$ cat src/rtl/pipe_stage_reg.sv
// ---------------------------------------------------------------------------
// pipe_stage_reg
//
// One pipeline stage register with valid/allowin handshaking, synchronous
// flush, and a saturating stall counter. The payload is an opaque bundle of
// packed control fields.
//
// Optional feature (compile-time macro PIPE_STAGE_SKID_EN):
//   Adds a 1-entry skid buffer behind the main entry. in_allowin is then a
//   pure register output (!skid_valid), which breaks the combinational
//   allowin chain from downstream.
//
// Parameters:
//   DATA_W     payload width in bits (1..256)
//   RESET_VAL  payload register value after reset
//
// Ports:
//   clk          clock, rising edge
//   rsta         asynchronous active-high reset
//   in_valid     upstream holds a valid instruction
//   in_data      upstream payload
//   in_allowin   this stage accepts upstream data this cycle
//   ready_go     the held instruction has finished its work in this stage
//   out_allowin  downstream accepts data
//   out_valid    valid && ready_go, offered downstream
//   out_data     registered payload of the main entry
//   flush        synchronous kill of all held contents
//   stall_cnt    saturating count of cycles a valid item failed to advance
// ---------------------------------------------------------------------------
module pipe_stage_reg #(
    parameter int unsigned       DATA_W    = 64,
    parameter logic [DATA_W-1:0] RESET_VAL = '0
) (
    input  logic              clk,
    input  logic              rsta,
    input  logic              in_valid,
    input  logic [DATA_W-1:0] in_data,
    output logic              in_allowin,
    input  logic              ready_go,
    input  logic              out_allowin,
    output logic              out_valid,
    output logic [DATA_W-1:0] out_data,
    input  logic              flush,
    output logic [15:0]       stall_cnt
);

    logic              valid_q, valid_d;
    logic [DATA_W-1:0] data_q, data_d;
    logic [15:0]       stall_q, stall_d;
    logic              advance;

    assign advance   = valid_q & ready_go & out_allowin;
    assign out_valid = valid_q & ready_go;
    assign out_data  = data_q;
    assign stall_cnt = stall_q;

    // Stall: a valid item that does not leave this cycle. Flush is not a stall.
    always_comb begin
        stall_d = stall_q;
        if (valid_q && !advance && !flush && (stall_q != 16'hFFFF)) begin
            stall_d = stall_q + 16'd1;
        end
    end

`ifdef PIPE_STAGE_SKID_EN

    logic              skid_valid_q, skid_valid_d;
    logic [DATA_W-1:0] skid_data_q, skid_data_d;
    logic              accept;

    // Registered allowin: only a full skid entry can refuse input.
    assign in_allowin = ~skid_valid_q;
    assign accept     = in_valid & in_allowin;

    always_comb begin
        valid_d      = valid_q;
        data_d       = data_q;
        skid_valid_d = skid_valid_q;
        skid_data_d  = skid_data_q;
        if (flush) begin
            valid_d      = 1'b0;
            skid_valid_d = 1'b0;
        end else if (advance) begin
            if (skid_valid_q) begin
                // Skid drains into main; accept is 0 here since in_allowin is 0.
                valid_d      = 1'b1;
                data_d       = skid_data_q;
                skid_valid_d = 1'b0;
            end else begin
                valid_d = accept;
                if (accept) begin
                    data_d = in_data;
                end
            end
        end else if (!valid_q) begin
            valid_d = accept;
            if (accept) begin
                data_d = in_data;
            end
        end else if (accept) begin
            // Main is occupied and not leaving: park the new item behind it.
            skid_valid_d = 1'b1;
            skid_data_d  = in_data;
        end
    end

    always_ff @(posedge clk or posedge rsta) begin
        if (rsta) begin
            skid_valid_q <= 1'b0;
            skid_data_q  <= RESET_VAL;
        end else begin
            skid_valid_q <= skid_valid_d;
            skid_data_q  <= skid_data_d;
        end
    end

`else

    // Stage is free if empty, or if its item leaves this same cycle.
    assign in_allowin = ~valid_q | (ready_go & out_allowin);

    always_comb begin
        valid_d = valid_q;
        data_d  = data_q;
        if (flush) begin
            valid_d = 1'b0;
        end else if (in_allowin) begin
            valid_d = in_valid;
            if (in_valid) begin
                data_d = in_data;
            end
        end
    end

`endif

    always_ff @(posedge clk or posedge rsta) begin
        if (rsta) begin
            valid_q <= 1'b0;
            data_q  <= RESET_VAL;
            stall_q <= 16'd0;
        end else begin
            valid_q <= valid_d;
            data_q  <= data_d;
            stall_q <= stall_d;
        end
    end

endmodule

$ cat config.mk
export PLATFORM = sky130hd
export DESIGN_NAME = pipe_stage_reg
export DESIGN_NICKNAME = d
export VERILOG_FILES = /design/src/rtl/pipe_stage_reg.sv
export SDC_FILE = /design/constraint.sdc
export NUM_CORES = 1
export LEC_CHECK = 0
export BUFFER_PORTS_ARGS = -buffer_cell sky130_fd_sc_hd__buf_2
export CAP_MARGIN = 20
export CORE_ASPECT_RATIO = 0.8
export CORE_MARGIN = 5
export CORE_UTILIZATION = 46
export CTS_CLUSTER_DIAMETER = 50
export DETAILED_ROUTE_END_ITERATION = 12
export PLACE_DENSITY = 0.78
export SYNTH_ARGS = -nofsm -noshare
export SYNTH_HDL_FRONTEND = slang
export SYNTH_SLANG_ARGS = --single-unit
$ cat constraint.sdc
create_clock -name clk -period 3.5 [get_ports clk]
set_clock_uncertainty 0.1 [all_clocks]
set_input_delay 0.7 -clock clk [delete_from_list [all_inputs] [get_ports clk]]
set_output_delay 0.7 -clock clk [all_outputs]
set_load 0.01 [all_outputs]
==> reports/metrics.csv, run 1 <==
stage,metric,value,unit
logic_synthesis,Cells after Synth,216,
sta,Final Hold Vio Count,0,
worst_setup_path,crit start category,register,
worst_setup_path,CP endpoint kind,register,
sta,final setup fails,0,
grt,first-pass GRT wire length,12.3,mm
finish,antenna cells,0,
clocking,clk root buf,clkbuf_8,
worst_setup_path,Buffers & Inverters on Critical Path,0,
routing,DR DRC count,0,
power_and_ir_drop,Seq pwr share,0.490,
worst_setup_path,Worst setup endpoint,stall_cnt[1]$_DFFE_PP0P_,
logic_synthesis,"Seq/Total Area, Yosys",0.617,
run_status,status,finished clean,
sta,actual slew at the worst max-slew pin,0.697,ns
sta,period utilization,0.632,
logic_synthesis,distinct cell type count of the synthesized netlist,29,
worst_setup_path,"slowest stage delay, CP",0.70,ns
placement,Detail Placement HPWL,5.65,mm
sta,Setup TNS Final,0,ns
worst_setup_path,worst-path cell chain,ha_1 -> nand4_2 -> nor4_4 -> nor2_2 -> mux2_4,
grt,antenna violations before repair,0,
power_and_ir_drop,Pint,1.74,mW
worst_setup_path,crit-path max FO,12,
routing,first-iteration detailed-routing DRC count,59,
worst_setup_path,Reg-to-Reg End,stall_cnt[1]$_DFFE_PP0P_,
floorplanning,initial cell density of the core,0.474,
routing,via count,2279,
logic_synthesis,"area leader, netlist",dfrtp_1,
clocking,H-tree depth,3,
floorplanning,Total Die Area,0.00894,mm²
sta,RSZ-0062 raised after global routing,false,
worst_setup_path,WP data arrival,2.34,ns
clocking,total CTS buffers,9,
power_and_ir_drop,Total Power,2.45,mW
placement,PortBufs,151,
grt,vias in the first global route,2443,
floorplanning,Die Wd,104,µm
logic_synthesis,Synth Register Bits,81,
worst_setup_path,CP Class,register to register,
worst_setup_path,crit path max-delay cell type,nor4_4,
finish,Area growth syn-to-layout,32.6,%
grt,GRT Util Overall,0.170,
sta,Final Max Tran Viols,0,
power_and_ir_drop,switching part of the total power,0.289,
worst_setup_path,critical path's top delay family,simple AND/OR/NAND/NOR gates,
routing,Vias/cell,4.90,
power_and_ir_drop,clock network power share,0.289,
routing,WL/cell,15.9,µm
worst_setup_path,reg2reg start,stall_cnt[0]$_DFFE_PP0P_,
finish,layout cells sized above 1,0.651,
floorplanning,Vert. Die Dim,85.6,µm
floorplanning,cell row count,27,
clocking,"Hold-fix buffers, CTS",0,
logic_synthesis,share of the synthesized area in the top cell type,0.617,
finish,final net count,444,
logic_synthesis,YS warnings,0,
clocking,clk buf depth,2,
finish,"most common cell after layout, fill and taps aside",buf_2,
clocking,worst skew pair latency,0.34,ns
floorplanning,core footprint,0.00693,mm²
finish,most frequent cells in the layout,"buf_2 (151), dfrtp_1 (81), mux2_2 (64)",
worst_setup_path,worst path required time,3.63,ns
worst_setup_path,Crit path depth,5,
logic_synthesis,"top cells by area, synth","dfrtp_1 (62%), mux2_2 (22%), xor2_1 (3.2%), buf_4 (1.4%), nand4_1 (0.95%)",
clocking,CTS tree,done,
grt,pin count of the biggest net entering global routing,65,
sta,min cycle time layout,2.21,ns
power_and_ir_drop,Comb power frac,0.221,
finish,Fill cells,558,
finish,register area,0.00203,mm²
worst_setup_path,worst setup path start,stall_cnt[0]$_DFFE_PP0P_,
placement,dpl ws,1.32,ns
sta,setup ws final,1.29,ns
power_and_ir_drop,leakage,2.18,nW
worst_setup_path,reg2reg setup slack,1.29,ns
power_and_ir_drop,PD cells,562,mW/mm²
power_and_ir_drop,sw power,0.709,mW
power_and_ir_drop,peak supply drop,395,µV
grt,grt total ovfl,0,
placement,Placer Congestion,0.796,
floorplanning,io pins,152,
min_path,worst hold path type,primary input to async pin,
sta,fmax,452,MHz
routing,drt pass-1 iters,4,
clocking,CTS sink cnt,81,
finish,Multi-input gate area,0.00118,mm²
worst_setup_path,Register-to-Register Path Depth,5,
clocking,cts repair resizes,0,
logic_synthesis,Avg Inst Size Synth,15.2,µm²
logic_synthesis,"Cell Area, Synth",0.00328,mm²
flow_run,MaxCap Viol Count,0,
clocking,clk slew on worst S/H paths,0.09,ns
logic_synthesis,Syn Nets,287,
sta,Slew headroom,0.532,
clocking,# Post-CTS Setup Buffers,0,
routing,remaining antenna violation count after routing,0,
routing,total wire length,7.39,mm
cell families after synthesis:
logic type / after synthesis / synth area share
adders and majority gates: 1 / 0.00381
muxes: 65 / 0.224
xor gates and xnor gates: 15 / 0.0400
buffers and inverters: 11 / 0.0244
AOI/OAI and AO/OA: 1 / 0.00571
and+or+nand+nor: 42 / 0.0849
DFF: 81 / 0.617
flip-flops by register name, summed over array words and instances (netlist names):
register,flops
out_data,64
stall_cnt,16
valid_q,1
final cells by class:
| cell class | instances | share of cell area |
|---|---|---|
| inverter | 2 | 0.00201 |
| multi-input combinational | 124 | 0.271 |
| timing repair buffer | 155 | 0.188 |
| clock inverter | 6 | 0.0169 |
| sequential | 81 | 0.465 |
| tap | 87 | 0.0250 |
| clock buffer | 10 | 0.0316 |
how the worst min path moves through the flow:
stage | startpoint | end | cells past startpoint
2_1_floorplan | stall_cnt[15]$_DFFE_PP0P_ | stall_cnt[15]$_DFFE_PP0P_ | 1
3_3_place_gp | out_data[52]$_DFFE_PP0P_ | out_data[52]$_DFFE_PP0P_ | 1
3_5_place_dp | out_data[29]$_DFFE_PP0P_ | out_data[29]$_DFFE_PP0P_ | 1
4_1_cts | stall_cnt[15]$_DFFE_PP0P_ | stall_cnt[15]$_DFFE_PP0P_ | 1
5_1_grt | rsta | out_data[33]$_DFFE_PP0P_ | 2
6_report | rsta | out_data[35]$_DFFE_PP0P_ | 2
metrics by stage:
stage | cell area, µm² | instances | hold WS [ns] | util
after floorplan | 3280 | 216 | 0.422 | -
after global placement | 4120 | 448 | 0.384 | 0.595
after detailed placement | 4120 | 448 | 0.390 | 0.595
after CTS | 4330 | 464 | 0.409 | 0.625
after global routing | 4360 | 465 | 0.0951 | 0.629
final | 4360 | 465 | 0.124 | 0.629
layer usage:
metal / wire length, µm / up-vias / GRT usage
met3: 558 / 9 / 0.0640
li1: - / 1082 / -
met1: 3260 / 1083 / 0.223
met4: 91 / 0 / 0.0424
met2: 3470 / 105 / 0.267
met5: 0 / - / 0
synthesized netlist by cell type (all sizes together):
library cell and number:
inv 2, or2 1, nor4 5, and4 1
nand3 5, nor4b 2, mux2 65, nand2b 1
buf 9, nor2 5, nor3b 2, nand4 6
dfrtp 81, xnor2 3, nand2 5, nor3 5
ha 1, a21boi 1, and2 2, and3 2
xor2 12
power by group through the flow:
stage	Combinational, mW	Sequential, mW	Clock (mW)
finish	0.540	1.20	0.709
global route	0.591	1.23	0.777
CTS	0.551	1.20	0.734
detailed placement	0.551	1.22	0
global placement	0.534	1.21	0
floorplan	0.210	1.29	0
(Power assumes the default switching activity.)
==> run 2: changes to the inputs <==
--- a/config.mk
+++ b/config.mk
@@ -5,14 +5,15 @@
 export SDC_FILE = /design/constraint.sdc
 export NUM_CORES = 1
 export LEC_CHECK = 0
+export ABC_AREA = 1
 export BUFFER_PORTS_ARGS = -buffer_cell sky130_fd_sc_hd__buf_2
 export CAP_MARGIN = 20
 export CORE_ASPECT_RATIO = 0.8
 export CORE_MARGIN = 5
-export CORE_UTILIZATION = 46
+export CORE_UTILIZATION = 43
 export CTS_CLUSTER_DIAMETER = 50
 export DETAILED_ROUTE_END_ITERATION = 12
-export PLACE_DENSITY = 0.78
+export PLACE_DENSITY = 0.75
 export SYNTH_ARGS = -nofsm -noshare
 export SYNTH_HDL_FRONTEND = slang
 export SYNTH_SLANG_ARGS = --single-unit
==> constraint.sdc (replaced) <==
create_clock -name clk -period 2 [get_ports clk]
set_clock_uncertainty 0.1 [all_clocks]
set_input_delay 0.4 -clock clk [delete_from_list [all_inputs] [get_ports clk]]
set_output_delay 0.4 -clock clk [all_outputs]
set_load 0.01 [all_outputs]
==> reports/metrics.csv, run 2 <==
stage,metric,value,unit,change
floorplanning,core footprint,0.00806,mm²,was 0.00693 mm²
grt,antenna violations before repair,0,,unchanged
sta,actual slew at the worst max-slew pin,0.437,ns,was 0.697 ns
grt,vias in the first global route,3069,,was 2443
routing,first-iteration detailed-routing DRC count,111,,was 59
finish,Fill cells,736,,was 558
routing,DR DRC count,0,,unchanged
worst_setup_path,Most common cell on crit path,nand2_1,,
floorplanning,Vert. Die Dim,91.8,µm,was 85.6 µm
floorplanning,Total Die Area,0.0103,mm²,was 0.00894 mm²
sta,min cycle time layout,1.70,ns,was 2.21 ns
logic_synthesis,Synth Register Bits,81,,unchanged
placement,Placer Congestion,0.821,,was 0.796
worst_setup_path,worst path required time,2.14,ns,was 3.63 ns
finish,most frequent cells in the layout,"buf_2 (151), nand2_1 (137), inv_1 (85)",,"was buf_2 (151), dfrtp_1 (81), mux2_2 (64)"
sta,setup ws final,0.299,ns,was 1.29 ns
sta,Final Hold Vio Count,0,,unchanged
floorplanning,initial cell density of the core,0.446,,was 0.474
clocking,cts repair resizes,0,,unchanged
logic_synthesis,Cells after Synth,441,,was 216
worst_setup_path,Buffers & Inverters on Critical Path,0,,unchanged
routing,Vias/cell,4.55,,was 4.90
sta,Slew headroom,0.709,,was 0.532
worst_setup_path,crit path max-delay cell type,dfrtp_1,,was nor4_4
finish,layout cells sized above 1,0.313,,was 0.651
logic_synthesis,Async SR Flop Fraction,1.00,,unchanged
sta,RSZ-0062 raised after global routing,false,,unchanged
worst_setup_path,crit start category,register,,unchanged
sta,period utilization,0.851,,was 0.632
floorplanning,Die Wd,112,µm,was 104 µm
logic_synthesis,"Seq/Total Area, Yosys",0.564,,was 0.617
logic_synthesis,Avg Inst Size Synth,8.15,µm²,was 15.2 µm²
sta,final setup fails,0,,unchanged
run_status,status,finished clean,,unchanged
floorplanning,io pins,152,,unchanged
routing,drt pass-1 iters,4,,unchanged
finish,max reg flops,64,,unchanged
clocking,CTS sink cnt,81,,unchanged
clocking,CTS tree,done,,unchanged
worst_setup_path,worst setup path start,stall_cnt[0]$_DFFE_PP0P_,,unchanged
finish,Area growth syn-to-layout,30.2,%,was 32.6%
grt,GRT Util Overall,0.174,,was 0.170
grt,pin count of the biggest net entering global routing,82,,was 65
clocking,clk root buf,clkbuf_8,,unchanged
routing,total wire length,8.73,mm,was 7.39 mm
placement,PortBufs,151,,unchanged
logic_synthesis,Post-synth EDFFs,0,,unchanged
clocking,clk buf depth,2,,unchanged
clocking,# Post-CTS Setup Buffers,0,,unchanged
worst_setup_path,critical path's top delay family,simple AND/OR/NAND/NOR gates,,unchanged
grt,first-pass GRT wire length,14.6,mm,was 12.3 mm
placement,dpl cells,689,,was 448
placement,dpl ws,0.338,ns,was 1.32 ns
logic_synthesis,distinct cell type count of the synthesized netlist,21,,was 29
clocking,total CTS buffers,9,,unchanged
floorplanning,cell row count,29,,was 27
worst_setup_path,crit-path max FO,7,,was 12
logic_synthesis,share of the synthesized area in the top cell type,0.564,,was 0.617
finish,final net count,663,,was 444
routing,WL/cell,12.4,µm,was 15.9 µm
finish,fin cells,705,,was 465
routing,via count,3206,,was 2279
clocking,"Hold-fix buffers, CTS",0,,unchanged
min_path,worst hold path type,primary input to async pin,,unchanged
logic_synthesis,Most used DFF post-synth,dfrtp_1,,unchanged
sta,fmax,588,MHz,was 452 MHz
worst_setup_path,CP Class,register to register,,unchanged
logic_synthesis,YS warnings,0,,unchanged
flow_run,MaxCap Viol Count,0,,unchanged
sta,Final Max Tran Viols,0,,unchanged
worst_setup_path,"slowest stage delay, CP",0.44,ns,was 0.70 ns
finish,"most common cell after layout, fill and taps aside",buf_2,,unchanged
worst_setup_path,CP endpoint kind,register,,unchanged
logic_synthesis,"top cells by area, synth","dfrtp_1 (56%), nand2_1 (14%), o21ai_0 (9.1%), inv_1 (9.0%), nor2_1 (1.8%)",,"was dfrtp_1 (62%), mux2_2 (22%), xor2_1 (3.2%), buf_4 (1.4%), nand4_1 (0.95%)"
placement,Detail Placement HPWL,6.61,mm,was 5.65 mm
finish,antenna cells,0,,unchanged
power_and_ir_drop,leakage,2.72,nW,was 2.18 nW
power_and_ir_drop,Total Power,4.15,mW,was 2.45 mW
clocking,H-tree depth,3,,unchanged
power_and_ir_drop,peak supply drop,468,µV,was 395 µV
logic_synthesis,synth cell count leaders,"nand2_1 (137), inv_1 (86), dfrtp_1 (81)",,"was dfrtp_1 (81), mux2_2 (64), xor2_1 (12)"
worst_setup_path,reg2reg start,stall_cnt[0]$_DFFE_PP0P_,,unchanged
logic_synthesis,"count leader, synth",nand2_1,,was dfrtp_1
logic_synthesis,"area leader, netlist",dfrtp_1,,unchanged
routing,remaining antenna violation count after routing,0,,unchanged
worst_setup_path,worst-path cell chain,ha_1 -> nand3_2 -> nor2_1 -> nand3_1 -> nand2_1 -> nand2_1 -> nand2_1 -> nand2_1,,was ha_1 -> nand4_2 -> nor4_4 -> nor2_2 -> mux2_4
worst_setup_path,WP data arrival,1.84,ns,was 2.34 ns
grt,grt total ovfl,0,,unchanged
clocking,clk slew on worst S/H paths,0.09,ns,about the same
logic_synthesis,"Cell Area, Synth",0.00359,mm²,was 0.00328 mm²
sta,Setup TNS Final,0,ns,unchanged
power_and_ir_drop,PD cells,886,mW/mm²,was 562 mW/mm²
logic_synthesis,Syn Nets,512,,was 287
clocking,worst skew pair latency,0.34,ns,about the same
-- run 2: cell types whose count changed in the layout (fill, tap and decap cells not counted), sizes merged, moves of 5 or more --
cell and change:
nand2 +135, inv +84, o21ai +67, mux2 -65
nor2 +18, xor2 -9, nand3 +6, nor3 -5
nor4 -5
-- run 2: where the power goes --
part	total (mW)	switching [mW]	internal [mW]	leakage (nW)
Clock	1.12	0.600	0.523	0.0919
Combinational	0.934	0.536	0.397	1.61
Sequential	2.09	0.188	1.90	1.02
Total	4.15	1.32	2.82	2.72
-- run 2: through the flow --
step | hold WS, ns | cell area [µm²] | utilization
2_1_floorplan | 0.419 | 3600 | -
3_3_place_gp | 0.363 | 4490 | 0.557
3_5_place_dp | 0.370 | 4490 | 0.557
4_1_cts | 0.0696 | 4680 | 0.581
5_1_grt | 0.0779 | 4680 | 0.581
6_report | 0.0331 | 4680 | 0.581
-- run 2: tightest hold or removal path: stages --
cell and delay (ns):
buf_2 0.11, clkinvlp_4 0.07, buf_12 0.33
-- run 2: logic make-up (layout without fill, tap and decap cells) --
family,count (synthesis),after routing,synth area share
xor gates and xnor gates,6,6,0.0146
AOI/OAI and AO/OA,67,67,0.0944
and+or+nand+nor,182,182,0.208
buffers and inverters,104,260,0.116
adders and majority gates,1,1,0.00348
DFF,81,81,0.564
-- run 2: layer usage --
metal	vias up	GRT usage	part of all wire
met2	134	0.280	0.47
met5	-	0	0
met1	1432	0.220	0.42
met3	8	0.0678	0.10
met4	0	0.0531	0.0085
li1	1632	-	-
-- run 2: final timing paths --
| check | depth (start not counted) | endpoint | slack (ns) |
|---|---|---|---|
| max | 8 | stall_cnt[14]$_DFFE_PP0P_ | 0.30 |
| min | 3 | out_data[28]$_DFFE_PP0P_ | 0.03 |
| max reg2reg | 8 | stall_cnt[14]$_DFFE_PP0P_ | 0.30 |
| min reg2reg | 2 | out_data[45]$_DFFE_PP0P_ | 0.39 |
| max in group asynchronous | 3 | out_data[32]$_DFFE_PP0P_ | 1.40 |
| min in group clk | 3 | out_data[10]$_DFFE_PP0P_ | 0.19 |
-- run 2: layout make-up --
cell class | count | area [µm²] | area share
clock buffer | 11 | 151 | 0.0324
clock inverter | 5 | 37.5 | 0.00802
inverter | 88 | 334 | 0.0714
multi-input combinational | 256 | 1160 | 0.248
sequential | 81 | 2030 | 0.433
tap | 108 | 135 | 0.0289
timing repair buffer | 156 | 831 | 0.178
